**src/rtl/sseg_scan_scheduler_if.sv**
```systemverilog
// Load handshake bundle for the 7-segment scan scheduler.
// master offers a 16-bit display value; slave accepts it into its shadow.
interface sseg_scan_scheduler_if;
  logic        load_valid;
  logic        load_ready;
  logic [15:0] load_data;

  modport master (
    output load_valid,
    output load_data,
    input  load_ready
  );

  modport slave (
    input  load_valid,
    input  load_data,
    output load_ready
  );
endinterface

```
**src/rtl/sseg_scan_scheduler.sv**
```systemverilog
// 4-digit 7-segment scan scheduler: slot timing, dead time, PWM dimming
// and frame-atomic commit of new display values.
module sseg_scan_scheduler #(
  parameter int REFRESH_DIV = 50000,
  parameter int DEAD_CYCLES = 16
) (
  input  logic                 clock,
  input  logic                 reset_n,
  sseg_scan_scheduler_if.slave ld,
  input  logic [3:0]           digit_mask,
  input  logic [3:0]           duty,
  output logic [1:0]           digit_sel,
  output logic [3:0]           digit_data,
  output logic [3:0]           digit_en,
  output logic                 frame_start
);

  localparam int CW = (REFRESH_DIV > 1) ? $clog2(REFRESH_DIV) : 1;
  localparam logic [CW-1:0] CNT_LAST = CW'(REFRESH_DIV - 1);
  localparam logic [CW-1:0] CNT_DEAD = CW'(DEAD_CYCLES);

  logic [CW-1:0] r_cnt;
  logic [1:0]    r_sel;
  logic [3:0]    r_pwm;
  logic [15:0]   r_active;
  logic [15:0]   r_shadow;
  logic          r_pending;

  logic          w_wrap;
  logic          w_lit;
  logic          w_bound;
  logic          w_xfer;
  logic          w_bright;
  logic [3:0]    w_pwm;
  logic [3:0]    w_en;

  assign ld.load_ready = !r_pending;

  assign w_wrap  = (r_cnt == CNT_LAST);
  assign w_lit   = (r_cnt >= CNT_DEAD);
  assign w_bound = w_wrap && (r_sel == 2'd3);
  assign w_xfer  = ld.load_valid && !r_pending;

  // pwm phase restarts at the first lit cycle of every slot
  assign w_pwm    = (r_cnt == CNT_DEAD) ? 4'd0 : r_pwm;
  assign w_bright = (duty == 4'd15) || (w_pwm < duty);

  always_comb begin
    w_en = 4'b0000;
    if (w_lit && w_bright && !digit_mask[r_sel])
      w_en[r_sel] = 1'b1;
  end

  always_ff @(posedge clock) begin
    if (!reset_n) begin
      r_cnt <= '0;
      r_sel <= 2'd0;
      r_pwm <= 4'd0;
    end else begin
      r_cnt <= w_wrap ? '0 : r_cnt + 1'b1;
      if (w_wrap)
        r_sel <= r_sel + 2'd1;
      r_pwm <= w_lit ? w_pwm + 4'd1 : 4'd0;
    end
  end

  // shadow only commits at the frame boundary so a frame is never mixed
  always_ff @(posedge clock) begin
    if (!reset_n) begin
      r_active  <= 16'h0000;
      r_shadow  <= 16'h0000;
      r_pending <= 1'b0;
    end else if (w_bound) begin
      if (r_pending) begin
        r_active  <= r_shadow;
        r_pending <= 1'b0;
      end else if (w_xfer) begin
        r_active  <= ld.load_data;
      end
    end else if (w_xfer) begin
      r_shadow  <= ld.load_data;
      r_pending <= 1'b1;
    end
  end

  always_ff @(posedge clock) begin
    if (!reset_n) begin
      digit_sel   <= 2'd0;
      digit_data  <= 4'd0;
      digit_en    <= 4'd0;
      frame_start <= 1'b0;
    end else begin
      digit_sel   <= r_sel;
      digit_data  <= r_active[{r_sel, 2'b00} +: 4];
      digit_en    <= w_en;
      frame_start <= (r_sel == 2'd0) && (r_cnt == '0);
    end
  end

endmodule
```
**src/flat_wrapper.sv**
```systemverilog
// flat-port wrapper written by rule: the top's interface ports become plain ports
module sseg_scan_scheduler_flat 
#(
  parameter int REFRESH_DIV = 50000,
  parameter int DEAD_CYCLES = 16
)
  (clock, reset_n, digit_mask, duty, digit_sel, digit_data, digit_en, frame_start, ld_load_valid, ld_load_data, ld_load_ready);
  sseg_scan_scheduler_if ld_i ();
  input  logic clock;
  input  logic reset_n;
  input  logic [3:0] digit_mask;
  input  logic [3:0] duty;
  output logic [1:0] digit_sel;
  output logic [3:0] digit_data;
  output logic [3:0] digit_en;
  output logic frame_start;
  input wire logic [$bits(ld_i.load_valid)-1:0] ld_load_valid;
  input wire logic [$bits(ld_i.load_data)-1:0] ld_load_data;
  output wire logic [$bits(ld_i.load_ready)-1:0] ld_load_ready;
  assign ld_i.load_valid = ld_load_valid;
  assign ld_i.load_data = ld_load_data;
  assign ld_load_ready = ld_i.load_ready;
  sseg_scan_scheduler #(.REFRESH_DIV(REFRESH_DIV), .DEAD_CYCLES(DEAD_CYCLES)) u_core (.clock(clock), .reset_n(reset_n), .ld(ld_i), .digit_mask(digit_mask), .duty(duty), .digit_sel(digit_sel), .digit_data(digit_data), .digit_en(digit_en), .frame_start(frame_start));
endmodule
```
**config.mk**
```make
export PLATFORM = sky130hd
export DESIGN_NAME = sseg_scan_scheduler_flat
export DESIGN_NICKNAME = d
export VERILOG_FILES = /design/src/rtl/sseg_scan_scheduler_if.sv /design/src/rtl/sseg_scan_scheduler.sv /design/src/flat_wrapper.sv
export SDC_FILE = /design/constraint.sdc
export NUM_CORES = 1
export LEC_CHECK = 0
export BUFFER_PORTS_ARGS = -buffer_cell sky130_fd_sc_hd__buf_2
export CORE_UTILIZATION = 55
export DETAILED_ROUTE_END_ITERATION = 8
export PLACE_DENSITY = 0.86
export SLEW_MARGIN = 0
export SYNTH_ARGS = -nofsm -noshare
export SYNTH_HDL_FRONTEND = slang
export SYNTH_SLANG_ARGS = --single-unit
```
**constraint.sdc**
```tcl
create_clock -name clock -period 3.9 [get_ports clock]
set_input_delay 0.78 -clock clock [delete_from_list [all_inputs] [get_ports clock]]
set_output_delay 0.78 -clock clock [all_outputs]
set_load 0.005 [all_outputs]
```
Word level (Yosys, flattened, before mapping)

Index checks and enable logic that the tools add are counted.

Bits in registers: 66
Output and inout bits: 12
Logic and storage cells: 49

Add/sub/neg operators: 3
Order comparisons: 4
Eq/ne operators: 4
Shift operators: 1
Mux-type cells: 7
Bitwise gates (word level): 2
Reductions and logical operators: 18

Operators with widths:

| cell                                                                    | count |
|---|---|
| 16-bit two-way mux                                                      | 2 |
| 16-bit by 1-bit adder with 16-bit output (second input constant)        | 1 |
| 16-bit equality test (second input constant)                            | 1 |
| 16-bit by 5-bit equality test with 1-bit output (second input constant) | 1 |
| 16-bit by 5-bit >= comparator with 1-bit output (second input constant) | 1 |
| 16-bit zero test                                                        | 1 |
| 16-bit by 5-bit indexed part select with 4-bit output                   | 1 |
| 2-bit AND reduction                                                     | 4 |
| 1-bit logical AND                                                       | 6 |
| 4-bit by 1-bit adder with 4-bit output (second input constant)          | 1 |
| 4-bit equality test (second input constant)                             | 1 |
| 4-bit < comparator                                                      | 1 |
| 4-bit two-way mux                                                       | 1 |
| 2-bit OR reduction                                                      | 2 |
| 2-bit by 3-bit < comparator with 1-bit output (second input constant)   | 1 |
| 2-bit by 1-bit adder with 2-bit output (second input constant)          | 1 |
| 1-bit binary-select mux with 2-bit select                               | 1 |
| 1-bit demux with 2-bit select                                           | 1 |
| 2-bit equality test (second input constant)                             | 1 |
| 2-bit by 1-bit >= comparator with 1-bit output (second input constant)  | 1 |
| 1-bit zero test                                                         | 2 |
| 2-bit zero test                                                         | 1 |
| 1-bit two-way mux                                                       | 2 |
| 1-bit NOT                                                               | 2 |
| other kinds (2)                                                         | 2 |

Logic depth before layout (Yosys ltp)

Word-level depth: 7
Mapped depth: 9

Worst setup path after synthesis

No wires, ideal clock.

Kind: register -> register
From: reg u_core.r_cnt[5]
To: reg u_core.digit_en[0]
Arrival: 2.605 ns
Data required time: 3.746 ns
Slack: 1.141 ns
Cell stages (with the launch flop): 9
Period minus slack after synthesis: 2.759 ns
Path through: dfxtp_1 > or4_4 > buf_6 > or4_1 > and2_1 > ha_1 > inv_1 > o311ai_0 > a211oi_1

Cells in the longest elaborated chain, start to end: 7

RTL lines:

| element                                         | RTL line                  | text |
|---|---|---|
| start: declaration                              | sseg_scan_scheduler.sv:22 | `logic [CW-1:0] r_cnt;` |
| start signal: assignment                        | sseg_scan_scheduler.sv:60 | `r_cnt <= w_wrap ? '0 : r_cnt + 1'b1;` |
| 16-bit by 5-bit equality test with 1-bit output | sseg_scan_scheduler.sv:45 | `assign w_pwm = (r_cnt == CNT_DEAD) ? 4'd0 : r_pwm;` |
| 4-bit two-way mux                               | sseg_scan_scheduler.sv:45 |  |
| 4-bit < comparator                              | sseg_scan_scheduler.sv:46 | `assign w_bright = (duty == 4'd15) \|\| (w_pwm < duty);` |
| 1-bit logical OR                                | sseg_scan_scheduler.sv:46 |  |
| 1-bit logical AND (*) (2 in a row)              | sseg_scan_scheduler.sv:50 | `if (w_lit && w_bright && !digit_mask[r_sel])` |
| 2-bit AND reduction (no source line) (*)        | -                         |  |
| end signal: assignment                          | sseg_scan_scheduler.sv:95 | `digit_en <= w_en;` |
| end: declaration                                | sseg_scan_scheduler.sv:14 | `output logic [3:0] digit_en,` |

Every way passes the cells marked *; elsewhere a longest branch is shown, timed or not.
A chain may end at the register's enable or synchronous reset.

Final worst setup path

From: reg u_core.r_cnt[0]
To: reg u_core.digit_en[0]

The elaborated chain is that of the path after synthesis.

==> impl_metrics.ini <==
[sta]
grt_setup_unrepaired = false
fin_worst_skew_ns = 0.00955
drv_slew = 0
layout_worst_path_cycle_share_pct = 77.4
hold_viol = 0
finalSetupTns_ns = 0
worst_slew_pin_slew_ns = 1.07
setup_viol = 0
slew_headroom_pct = 28.2
fmax_mhz = 331
period_minus_slack_ns = 3.02

[placement]
port_buffers = 38
dp.final_hpwl_um = 4190
dpl.cell_count = 432
gp_congestion = 0.857

[synthesis]
synth_mux_area_share_pct = 19.4
synthAdderAreaFrac_pct = 3.56
synth.avg_cell_area_um2 = 9.39
synth_top_family_by_area = simple AND/OR/NAND/NOR gates
synth_area_leaders = dfxtp_1 (42%), mux2i_1 (10%), nand2_1 (7.9%)
syn_inst = 337
syn_area_um2 = 3170
yosys.area.top_type = dfxtp_1
synth_top_area_share_pct = 41.7
synthSimpleGateAreaFrac_pct = 19.9
synth_cell_types = 40
ys_seq_area_share_pct = 41.7
yosys_warnings = 0
synth_xor_area_share_pct = 4.70
synth-seq-cells = 66
synth_nets = 373
synth_compound_area_share_pct = 5.42

[power_and_ir_drop]
p_per_area_nw_per_um2 = 393
ir_drop_v = 0.000202
leakage_nw = 1.52

[worst_setup_path]
worstPathCellList = inv_1 -> ha_1 -> or4bb_1 -> or4_1 -> and2_1 -> ha_1 -> inv_1 -> o311ai_0 -> a211oi_1
start_kind = flop
slowest_delay_ns = 0.62
crit_fanout = 5
cp_slowest_cell = o311ai_0
path_class = flop to flop
endpoint_kind = flop
critical_path.top_delay_family = simple AND/OR/NAND/NOR gates
required_ns = 4.09
worstPathArrival_ns = 3.21
critPathBufInv = 2

[routing]
vias_per_cell = 5.45
drt_iter0_drc = 116
wl_per_cell_um = 13.8
vias = 2434
route.detailed.drc = 0
first_pass_iters = 4
wirelength_um = 6150
antenna_left = 0

[floorplanning]
ios = 39
die_width_um = 77.9
initial_core_util_pct = 57.1
die_y_um = 77.9
fp.coreArea_um2 = 5540
rows = 27
fp.dieArea_um2 = 6060

[grt]
antenna_found_initial = 0
grt_use_total_pct = 21.9
grt_pass1_wl_um = 10400
first_global_vias = 2305
grt_max_degree = 71
overflow = 0

[cts]
clkTransAtPathRegs_ns = 0.07
numCtsBuffers = 9
cts-root-buf = clkbuf_8
cts_max_level = 3
holdBufCountCts = 0
cts_sinks = 66
post_cts.repair.setup_buffers = 0
post_cts_resized = 0
clock_latency_ns = 0.34
cts_max_path_buffers = 2
cts_tree = yes

[layout]
diodes = 0
fin_cells = 447
layout.nets = 407
n_fill_cell = 445
drive_gt1_share_pct = 21.1
area_growth_syn_to_layout_pct = 12.4

[run]
cap_violations = 0

[outcome]
status = finished clean

[min_path]
worstHoldPathType = flop to flop
final cells by class:
cell class | count | area, um^2 | share of cell area (%)
repair buffers | 39 | 198 | 5.56
inverters | 19 | 71.3 | 2.00
well taps | 72 | 90.1 | 2.53
flip-flops and latches | 66 | 1320 | 37.1
clock inverters | 3 | 65.1 | 1.83
clock buffers | 12 | 135 | 3.80
multi-input cells | 236 | 1680 | 47.1
layer usage:
metal  wire length, um  vias to the layer above  GRT usage (%)  share of wire (%)
li1                  -                     1213              -                  -
met1              2790                     1139           26.8                 45
met2              2950                       71           36.5                 48
met3               289                       11           4.35                4.7
met4               125                        0           11.1                2.0
met5                 0                        -              0                  0
state kept, by name, summed over array words and instances, names as in the netlist:
| register | count |
|---|---|
| u_core.digit_data | 4 |
| u_core.digit_en | 4 |
| u_core.digit_sel | 2 |
| u_core.frame_start | 1 |
| u_core.r_active | 16 |
| u_core.r_cnt | 16 |
| u_core.r_pending | 1 |
| u_core.r_pwm | 4 |
| u_core.r_sel | 2 |
| u_core.r_shadow | 16 |
cells in the mapped netlist:
| cell type | number |
|---|---|
| a211oi_1 | 4 |
| a21oi_1 | 3 |
| a31oi_1 | 2 |
| and2_1 | 7 |
| and3_1 | 1 |
| buf_1 | 1 |
| buf_12 | 1 |
| buf_2 | 4 |
| buf_6 | 2 |
| clkbuf_1 | 8 |
| dfxtp_1 | 66 |
| ha_1 | 9 |
| inv_1 | 19 |
| mux2_2 | 16 |
| mux2i_1 | 32 |
| mux4_2 | 5 |
| nand2_1 | 67 |
| nand3_1 | 9 |
| nand4_1 | 6 |
| nor2_1 | 26 |
| nor3_1 | 5 |
| nor4_1 | 4 |
| nor4_4 | 1 |
| o2111ai_4 | 1 |
| o211ai_1 | 1 |
| o21ai_0 | 4 |
| o21ai_1 | 1 |
| o311a_1 | 1 |
| o311ai_0 | 1 |
| o41a_1 | 1 |
| o41ai_1 | 1 |
| o41ai_2 | 1 |
| or2_2 | 2 |
| or2_4 | 1 |
| or3_1 | 3 |
| or4_1 | 2 |
| or4_4 | 1 |
| or4bb_1 | 1 |
| xnor2_1 | 14 |
| xor2_1 | 3 |
cells by family (layout without fill, tap and decap cells):
logic type                 count (synthesis)  count (layout)
and+or+nand+nor                          136             136
DFF                                       66              66
muxes                                     53              53
buffers and inverters                     35              73
AOI/OAI and AO/OA                         21              21
xor gates and xnor gates                  17              17
adders and majority gates                  9               9
where the power goes:
group          leakage (nW)  switching [W]  internal (W)
combinational         0.887      0.0000470     0.0000462
sequential            0.535      0.0000137      0.000689
clock                 0.100       0.000247      0.000356
total                  1.52       0.000308       0.00109
tightest hold or removal path, stage by stage (launching register included):
cell	delay, ns
dfxtp_1	0.31
nand2_1	0.05
mux2i_1	0.05
final timing paths:
path	start	endpoint	slack, ns	depth (start not counted)
max reg2reg	u_core.r_cnt[0]	u_core.digit_en[0]	0.88	9
max	u_core.r_cnt[0]	u_core.digit_en[0]	0.88	9
min reg2reg	u_core.r_shadow[14]	u_core.r_shadow[14]	0.46	2
min	u_core.r_shadow[14]	u_core.r_shadow[14]	0.46	2
metrics by stage:
step | area [um^2] | utilization (%) | total power [W] | setup slack, ns | hold WS (ns)
3_3_place_gp | 3360 | 60.6 | 0.000807 | 1.05 | 0.438
4_1_cts | 3560 | 64.2 | 0.00141 | 0.904 | 0.460
6_report | 3560 | 64.2 | 0.00140 | 0.882 | 0.457
5_1_grt | 3560 | 64.2 | 0.00145 | 0.714 | 0.469
2_1_floorplan | 3170 | - | 0.000784 | 1.14 | 0.431
3_5_place_dp | 3360 | 60.6 | 0.000811 | 0.913 | 0.446
placed cells by master, fill, tap and decap left out, types with 9 or more instances in the layout:
| cell type | count |
|---|---|
| mux2i_1 | 32 |
| nand2_1 | 67 |
| xnor2_1 | 14 |
| inv_1 | 19 |
| mux2_2 | 16 |
| nand3_1 | 9 |
| nor2_1 | 26 |
| dfxtp_1 | 66 |
| ha_1 | 9 |
| buf_2 | 38 |
| clkbuf_8 | 9 |
Power figures use the tool's default switching activity.
